File: config.mk
export PLATFORM = sky130hd
export DESIGN_NAME = icache
export DESIGN_NICKNAME = d
export VERILOG_FILES = /design/src/rtl/icache.sv
export SDC_FILE = /design/constraint.sdc
export NUM_CORES = 1
export LEC_CHECK = 0
export BUFFER_PORTS_ARGS = -buffer_cell sky130_fd_sc_hd__buf_2
export CAP_MARGIN = 20
export CORE_MARGIN = 2
export CORE_UTILIZATION = 31
export DETAILED_ROUTE_END_ITERATION = 8
export PLACE_DENSITY_LB_ADDON = 0.08
export SYNTH_ARGS = -nofsm -noshare
export SYNTH_HDL_FRONTEND = slang
export SYNTH_SLANG_ARGS = --single-unit
export TNS_END_PERCENT = 5
File: constraint.sdc
create_clock -name clk -period 5.8 [get_ports clk]
set_clock_uncertainty 0.2 [all_clocks]
set_input_delay 0.29 -clock clk [delete_from_list [all_inputs] [get_ports clk]]
set_output_delay 0.29 -clock clk [all_outputs]
set_load 0.01 [all_outputs]
File: src/rtl/icache.sv
`default_nettype none
// ============================================================================
//  Module   : icache
//  Purpose  : Direct-mapped instruction cache with zero-latency hit path and a
//             two-state (IDLE / REFILL) line refill engine. Lines are filled
//             one 32-bit word per memory acknowledge, beat 0 first.
//  Revision : 1.0 - initial release
// ============================================================================
module icache #(
    parameter int NSETS  = 8,   // direct-mapped lines, power of two, >= 2
    parameter int LWORDS = 4    // 32-bit words per line, power of two, >= 2
) (
    input  logic        clk,
    input  logic        reset,      // asynchronous, active-low
    input  logic [31:0] pcF,
    output logic [31:0] instrF,
    output logic        missF,
    input  logic        inval,
    output logic        mem_req,
    output logic [31:0] mem_addr,
    input  logic        mem_ack,
    input  logic [31:0] mem_rdata
);

    // Address field widths: [1:0] byte | offset | index | tag
    localparam int c_offW = $clog2(LWORDS);
    localparam int c_idxW = $clog2(NSETS);
    localparam int c_tagW = 30 - c_offW - c_idxW;

    localparam logic [0:0] IDLE   = 1'b0;
    localparam logic [0:0] REFILL = 1'b1;

    localparam logic [c_offW-1:0] c_lastBeat = c_offW'(LWORDS - 1);

    // Storage: data and tags are never reset; only valid bits are.
    logic [31:0]       r_data [NSETS][LWORDS];
    logic [c_tagW-1:0] r_tags [NSETS];
    logic [NSETS-1:0]  r_valid;

    logic [0:0]        r_state;
    logic [c_tagW-1:0] r_refTag;
    logic [c_idxW-1:0] r_refIdx;
    logic [c_offW-1:0] r_beat;

    logic [c_offW-1:0] w_offset;
    logic [c_idxW-1:0] w_index;
    logic [c_tagW-1:0] w_tag;
    logic              w_hit;
    logic              w_beatAck;
    logic              w_lastAck;
    logic              w_unusedByteBits;

    assign w_offset = pcF[2 +: c_offW];
    assign w_index  = pcF[2 + c_offW +: c_idxW];
    assign w_tag    = pcF[31 -: c_tagW];

    // Byte-within-word bits never participate in a lookup.
    assign w_unusedByteBits = ^pcF[1:0];

    // Hit is only meaningful in IDLE; every REFILL cycle reports a miss.
    assign w_hit = (r_state == IDLE) && r_valid[w_index] && (r_tags[w_index] == w_tag);

    assign instrF = w_hit ? r_data[w_index][w_offset] : 32'h0;
    assign missF  = ~w_hit;

    assign mem_req  = (r_state == REFILL);
    assign mem_addr = mem_req ? {r_refTag, r_refIdx, r_beat, 2'b00} : 32'h0;

    // An ack only counts while a request is outstanding.
    assign w_beatAck = mem_req && mem_ack;
    assign w_lastAck = w_beatAck && (r_beat == c_lastBeat);

    // Refill controller: latch the missing line, walk the beats, return to IDLE.
    always_ff @(posedge clk or negedge reset) begin
        if (!reset) begin
            r_state  <= IDLE;
            r_refTag <= '0;
            r_refIdx <= '0;
            r_beat   <= '0;
        end else begin
            case (r_state)
                IDLE: begin
                    if (!w_hit) begin
                        r_state  <= REFILL;
                        r_refTag <= w_tag;
                        r_refIdx <= w_index;
                        r_beat   <= '0;
                    end
                end
                REFILL: begin
                    if (w_beatAck) begin
                        r_beat <= r_beat + c_offW'(1);
                        if (w_lastAck) begin
                            r_state <= IDLE;
                        end
                    end
                end
                default: r_state <= IDLE;
            endcase
        end
    end

    // Valid bits: invalidate clears all, but a line completing this edge wins.
    always_ff @(posedge clk or negedge reset) begin
        if (!reset) begin
            r_valid <= '0;
        end else begin
            if (inval) begin
                r_valid <= '0;
            end
            if (w_lastAck) begin
                r_valid[r_refIdx] <= 1'b1;
            end
        end
    end

    // Data and tag write port, driven only by accepted refill beats.
    always_ff @(posedge clk) begin
        if (w_beatAck) begin
            r_data[r_refIdx][r_beat] <= mem_rdata;
        end
        if (w_lastAck) begin
            r_tags[r_refIdx] <= r_refTag;
        end
    end

endmodule
`default_nettype wire

# Yosys cells after proc, flatten, opt, wreduce, memory -nomap -nowiden

Memory sizes are Yosys's and may differ from the RTL's.
Cells that the tools add are included.

Add/subtract/negate cells: 1
$lt $le $gt $ge: 6
Equal/unequal tests: 4
Multiplexer cells: 24
Bitwise logic cells: 5
Reduce and logical (&&, ||, !) cells: 8

Operator list:

| cell                                                              | number |
|---|---|
| 2-to-1 mux 32 bit                                                 | 5 |
| 2-to-1 mux 128 bit                                                | 1 |
| binary-select mux 32 bit (select 2 bit)                           | 1 |
| demux 32 bit (select 2 bit)                                       | 1 |
| == test 25 bit                                                    | 1 |
| 2-to-1 mux 8 bit                                                  | 2 |
| less-than comparator 3 x 4 -> 1 bit, second input constant        | 2 |
| 2-to-1 mux 1 bit                                                  | 8 |
| bitwise OR 8 bit                                                  | 1 |
| greater-or-equal comparator 3 bit, second input constant          | 2 |
| logical AND 1 bit                                                 | 6 |
| inverter 2 -> 3 bit                                               | 2 |
| 2-to-1 mux 2 bit                                                  | 2 |
| one-hot mux 2 bit (2 select lines)                                | 1 |
| AND reduction 2 bit                                               | 2 |
| binary-select mux 1 bit (select 3 bit)                            | 1 |
| demux 1 bit (select 3 bit)                                        | 1 |
| greater-or-equal comparator 3 x 1 -> 1 bit, second input constant | 1 |
| less-than comparator 3 x 1 -> 1 bit, second input constant        | 1 |
| adder 2 x 1 -> 2 bit, second input constant                       | 1 |
| == test 2 bit, second input constant                              | 1 |
| != test 2 x 1 -> 1 bit, second input constant                     | 1 |
| != test 2 bit, second input constant                              | 1 |
| inverter 1 bit                                                    | 2 |
| one-hot mux 1 bit (2 select lines)                                | 1 |

Bits in registers: 39
Bits in writable memories: 1,224
Input port bits: 68
Output and inout port bits: 66
Memories: 2

Memories:

| memory | depth | width | rd ports | clocked after memory_dff | wr ports | RTL line | text |
|---|---|---|---|---|---|---|---|
| r_data | 8     | 128   | 1        | 0                        | 1        | 36       | `logic [31:0] r_data [NSETS][LWORDS];` |
| r_tags | 8     | 25    | 1        | 0                        | 1        | 37       | `logic [c_tagW-1:0] r_tags [NSETS];` |

# Depth between registers and ports, before layout

Depth after elaboration: 6
Mapped depth: 11
Depth with buffers taken out: 7

# Least setup slack after synthesis

OpenSTA, ideal clock, no wires.

Path kind: register to register
From: register r_state, in the netlist mem_req
To: memory r_data[7][0] (netlist bit), enable pin
Library setup time: 0.472 ns
Data arrival time: 3.624 ns
Required time: 5.128 ns
Setup slack: 1.504 ns
Cell stages (with the launch flop): 5
Path buffers: 2
Period minus slack after synthesis: 4.296 ns
Cell sequence: dfrtp_1 clkbuf_1 nand3_1 clkbuf_1 nor2_1

Cells in the longest elaborated chain, start to end: 3

Ends and longest elaborated chain:

| item                                     | RTL line | text |
|---|---|---|
| start, declared                          | 40       | `logic [0:0] r_state;` |
| start signal, assigned                   | 76       | `r_state <= IDLE;` |
| start signal, assigned                   | 84       | `r_state <= REFILL;` |
| start signal, assigned                   | 94       | `r_state <= IDLE;` |
| logical AND 1 bit                        | 70       | `assign w_beatAck = mem_req && mem_ack;` |
| 2-to-1 mux 1 bit                         | 119      | `if (w_beatAck) begin` |
| 2-to-1 mux 128 bit (implied by the code) | 120      | `r_data[r_refIdx][r_beat] <= mem_rdata;` |
| end, declared                            | 36       |  |

No other way between the ends.

# Final worst setup path

From: input pcF[5]
To: output instrF[21]

Cells in the longest elaborated chain, start to end: 5
Elaborated cells on any way between the ends: 11

Ends and longest elaborated chain:

| item                                                                                              | RTL line | text |
|---|---|---|
| start, declared                                                                                   | 15       | `input logic [31:0] pcF,` |
| memory read (8 x 128 bit) / binary-select mux 1 bit (select 3 bit) (equally long branches)        | -        |  |
| binary-select mux 32 bit (select 2 bit) / 2-to-1 mux 1 bit (equally long branches)                | 63, 61   |  |
| 2-to-1 mux 32 bit (implied by the code) / logical AND 1 bit (equally long branches) (2 in series) | 63, 61   |  |
| 2-to-1 mux 32 bit (*)                                                                             | 63       | `assign instrF = w_hit ? r_data[w_index][w_offset] : 32'h0;` |
| end, declared                                                                                     | 16       | `output logic [31:0] instrF,` |

Every way passes the cells marked *; elsewhere a longest branch is shown, timed or not. The select of a mux whose other input is x is not followed.

==> summary.md <==
| Metric | Value |
|---|---|
| RR Startpoint | `mem_req` |
| Drc violations | `0` |
| Slew Limit Fails | `0` |
| Mapped Area | `0.0487 mm²` |
| Later-pin clock latency in the skew report | `0.76 ns` |
| Port buffer count | `129` |
| Total global routing overflow | `0` |
| Chip width | `400 µm` |
| PwrDens | `380 mW/mm²` |
| Starting Density | `31.2%` |
| CP Capture Type | `output port` |
| Multi-input gate area | `0.0107 mm²` |
| Via count | `22,200` |
| Clock sink total | `1,263` |
| Post-synth cell types | `41` |
| Hold Crit Start | `pcF[4]` |
| CP required | `5.31 ns` |
| Reg2Reg Depth | `3` |
| GRT Util Overall | `16.1%` |
| Final wirelength | `128 mm` |
| Crit-path max cell delay | `0.60 ns` |
| Worst Path Class, Setup | `input port to output port` |
| Asr flop ratio synth | `3.09%` |
| Capture point of the worst path | `instrF[21]` |
| CTS tree | `done` |
| Crit-path cells | `dlygate4sd3_1, buf_8, mux4_2, mux2i_1, xor2_1, nand3_1, nor4_2, nand4_1, buf_4, nor2_1, buf_2` |
| Setup WS post-layout | `1.08 ns` |
| DR iter-0 viols | `1,685` |
| Inserted Clock Buffers | `142` |
| RSZ-0062 raised after global routing | `false` |
| Routed vias/inst | `4.93` |
| Die ar. | `0.160 mm²` |
| Vias in the first global route | `23,900` |
| TritonRoute pass-1 iters | `5` |
| Gate Count Post-Synth | `2,050` |
| CTS Buffer Depth | `3` |
| FMAX | `212 MHz` |
| Gpl congestion | `0.683` |
| Worst slew margin | `25.3%` |
| Register area | `0.0377 mm²` |
| Htree depth | `4` |
| Post-layout util | `36.6%` |
| Share of layout cells above drive strength 1 | `33.3%` |
| Worst min-delay path class | `input port to flop` |
| First-pass GRT wire length | `182 mm` |
| Core box area | `0.156 mm²` |
| Fill cells | `14,200` |
| Ys flop type | `edfxtp_1` |
| Maximum net fanout on the critical path | `60` |
| Synth Area per Inst | `23.8 µm²` |
| Post-CTS setup buffer count | `0` |
| Place WS | `1.25 ns` |
| Root buffer cell | `clkbuf_16` |
| Largest net degree at the start of global routing | `111` |
| Clk slew on worst S/H paths | `0.05 ns` |
| Status | `finished clean` |
| Final Setup Violations | `0` |
| CP arrival | `4.23 ns` |
| R2R setup slack | `1.68 ns` |
| Row Count | `145` |
| MaxCap Viol Count | `0` |
| CP startpoint kind | `input port` |
| DRT antenna net count | `0` |
| Setup TNS | `0 ns` |
| Tcrit/Tclk final | `81.4%` |
| EDFF count, synth | `1,224` |
| Num ports | `134` |
| WL/cell | `28.5 µm` |
| Placed cells | `4,187` |
| FF+latch count, synth | `1,263` |
| Final std cells w/o fill | `4,498` |
| # nets final | `2,408` |
| Pleak | `18.0 nW` |
| Slowest cell on the critical path | `mux4_2` |
| VDD IR max | `206 µV` |
| Most frequent cells in the layout | `edfxtp_1, mux4_2, clkbuf_16` |
| Period minus WS final | `4.72 ns` |
| Final hold violation count | `0` |
| Yosys warns | `0` |
| Post-synthesis sequential area ratio | `77.4%` |
| Tightest Pin Transition | `1.12 ns` |
| Critical path buffers and inverters | `4` |
| Syn-to-layout area delta | `17.4%` |
| Most common cell after layout, fill and taps aside | `edfxtp_1` |
| Initial antenna violation count | `2` |
| Tot Pwr | `0.0217 W` |
| Detail Placement HPWL | `66.5 mm` |
| Delay-heaviest family, CP | `buffers and inverters` |
| WP depth | `11` |
| Die span in y | `400 µm` |
| RR Endpoint | `r_data[1][65]` |
| Crit path from | `pcF[5]` |
==> how the worst min path moves through the flow <==
stage | endpoint | slack, ns | cells past startpoint
5_1_grt | r_refTag[10] | 0.1 | 3
4_1_cts | r_refTag[11] | 0.06 | 3
6_report | r_refIdx[0] | 0.13 | 2
2_1_floorplan | mem_req | -0.21 | 0
3_5_place_dp | r_refTag[20] | 0.26 | 2
3_3_place_gp | r_refTag[20] | 0.26 | 2
==> where the power goes <==
| group | total (W) | internal, W | switching, W |
|---|---|---|---|
| combinational | 0.00219 | 0.000859 | 0.00133 |
| clock | 0.00832 | 0.00480 | 0.00352 |
| sequential | 0.0112 | 0.0108 | 0.000370 |
| total | 0.0217 | 0.0165 | 0.00523 |
==> flip-flops by register name, summed over array words and instances (netlist names) <==
register  count
mem_req       1
r_refTag     25
r_refIdx      3
r_tags      200
r_beat        2
r_data     1024
r_valid       8
==> kinds of logic (layout without fill, tap and decap cells) <==
kind of cell    after synthesis  after routing  synth area share [%]
fa+ha+maj                     4              4                 0.103
mux                         456            456                  18.9
xor+xnor                     15             15                 0.270
buf+inv                     118            506                  1.10
simple gates                160            160                  1.70
other cells                   1              3               0.00770
flops                      1263           1263                  77.4
compound gates               33             33                 0.444
==> layout make-up <==
class	count	share of cell area, %
sequential	1263	66.0
multi-input combinational	670	18.7
clock buffer	180	6.59
tap	2058	4.50
timing repair buffer	249	3.31
clock inverter	67	0.853
inverter	10	0.0656
antenna	1	0.00438
==> through the flow <==
stage / cell area (µm²) / hold WS, ns
after CTS: 57200 / 0.0648
after floorplan: 48700 / -0.206
after detailed placement: 52300 / 0.258
after global placement: 52200 / 0.256
after global routing: 57200 / 0.0979
final: 57200 / 0.134
==> layer usage <==
metal	GRT usage (%)	part of all wire [%]	up-vias
met5	0	0	-
met4	4.16	1.9	0
met3	2.61	3.8	159
met2	26.6	50	461
met1	22.1	45	12200
li1	-	-	9298
==> cell usage after synthesis, drive strengths merged (3+ instances only) <==
master | number | area [µm²]
xnor2 | 8 | 70.1
a21oi | 5 | 25.0
and2 | 31 | 194
nand3 | 9 | 45.0
o22ai | 16 | 100
inv | 10 | 37.5
buf | 68 | 349
dfrtp | 39 | 976
nor4 | 5 | 67.6
mux2 | 44 | 571
mux2i | 50 | 500
xor2 | 7 | 61.3
and3 | 5 | 31.3
nor2 | 67 | 251
ha | 4 | 50.1
nand2b | 9 | 56.3
edfxtp | 1224 | 36800
nand3b | 4 | 30.0
o21ai | 7 | 35.0
clkbuf | 40 | 150
mux4 | 362 | 8150
nand2 | 15 | 56.3
nor3 | 3 | 15.0
or3 | 5 | 31.3
==> repair_timing <==
item | in CTS | in global routing
gates resized for setup | 0 | 0
endpoints found under the hold margin | 1099 | 0
hold buffers | 62 | 0
endpoints found under the setup margin | 0 | 0
(Power assumes the default switching activity.)
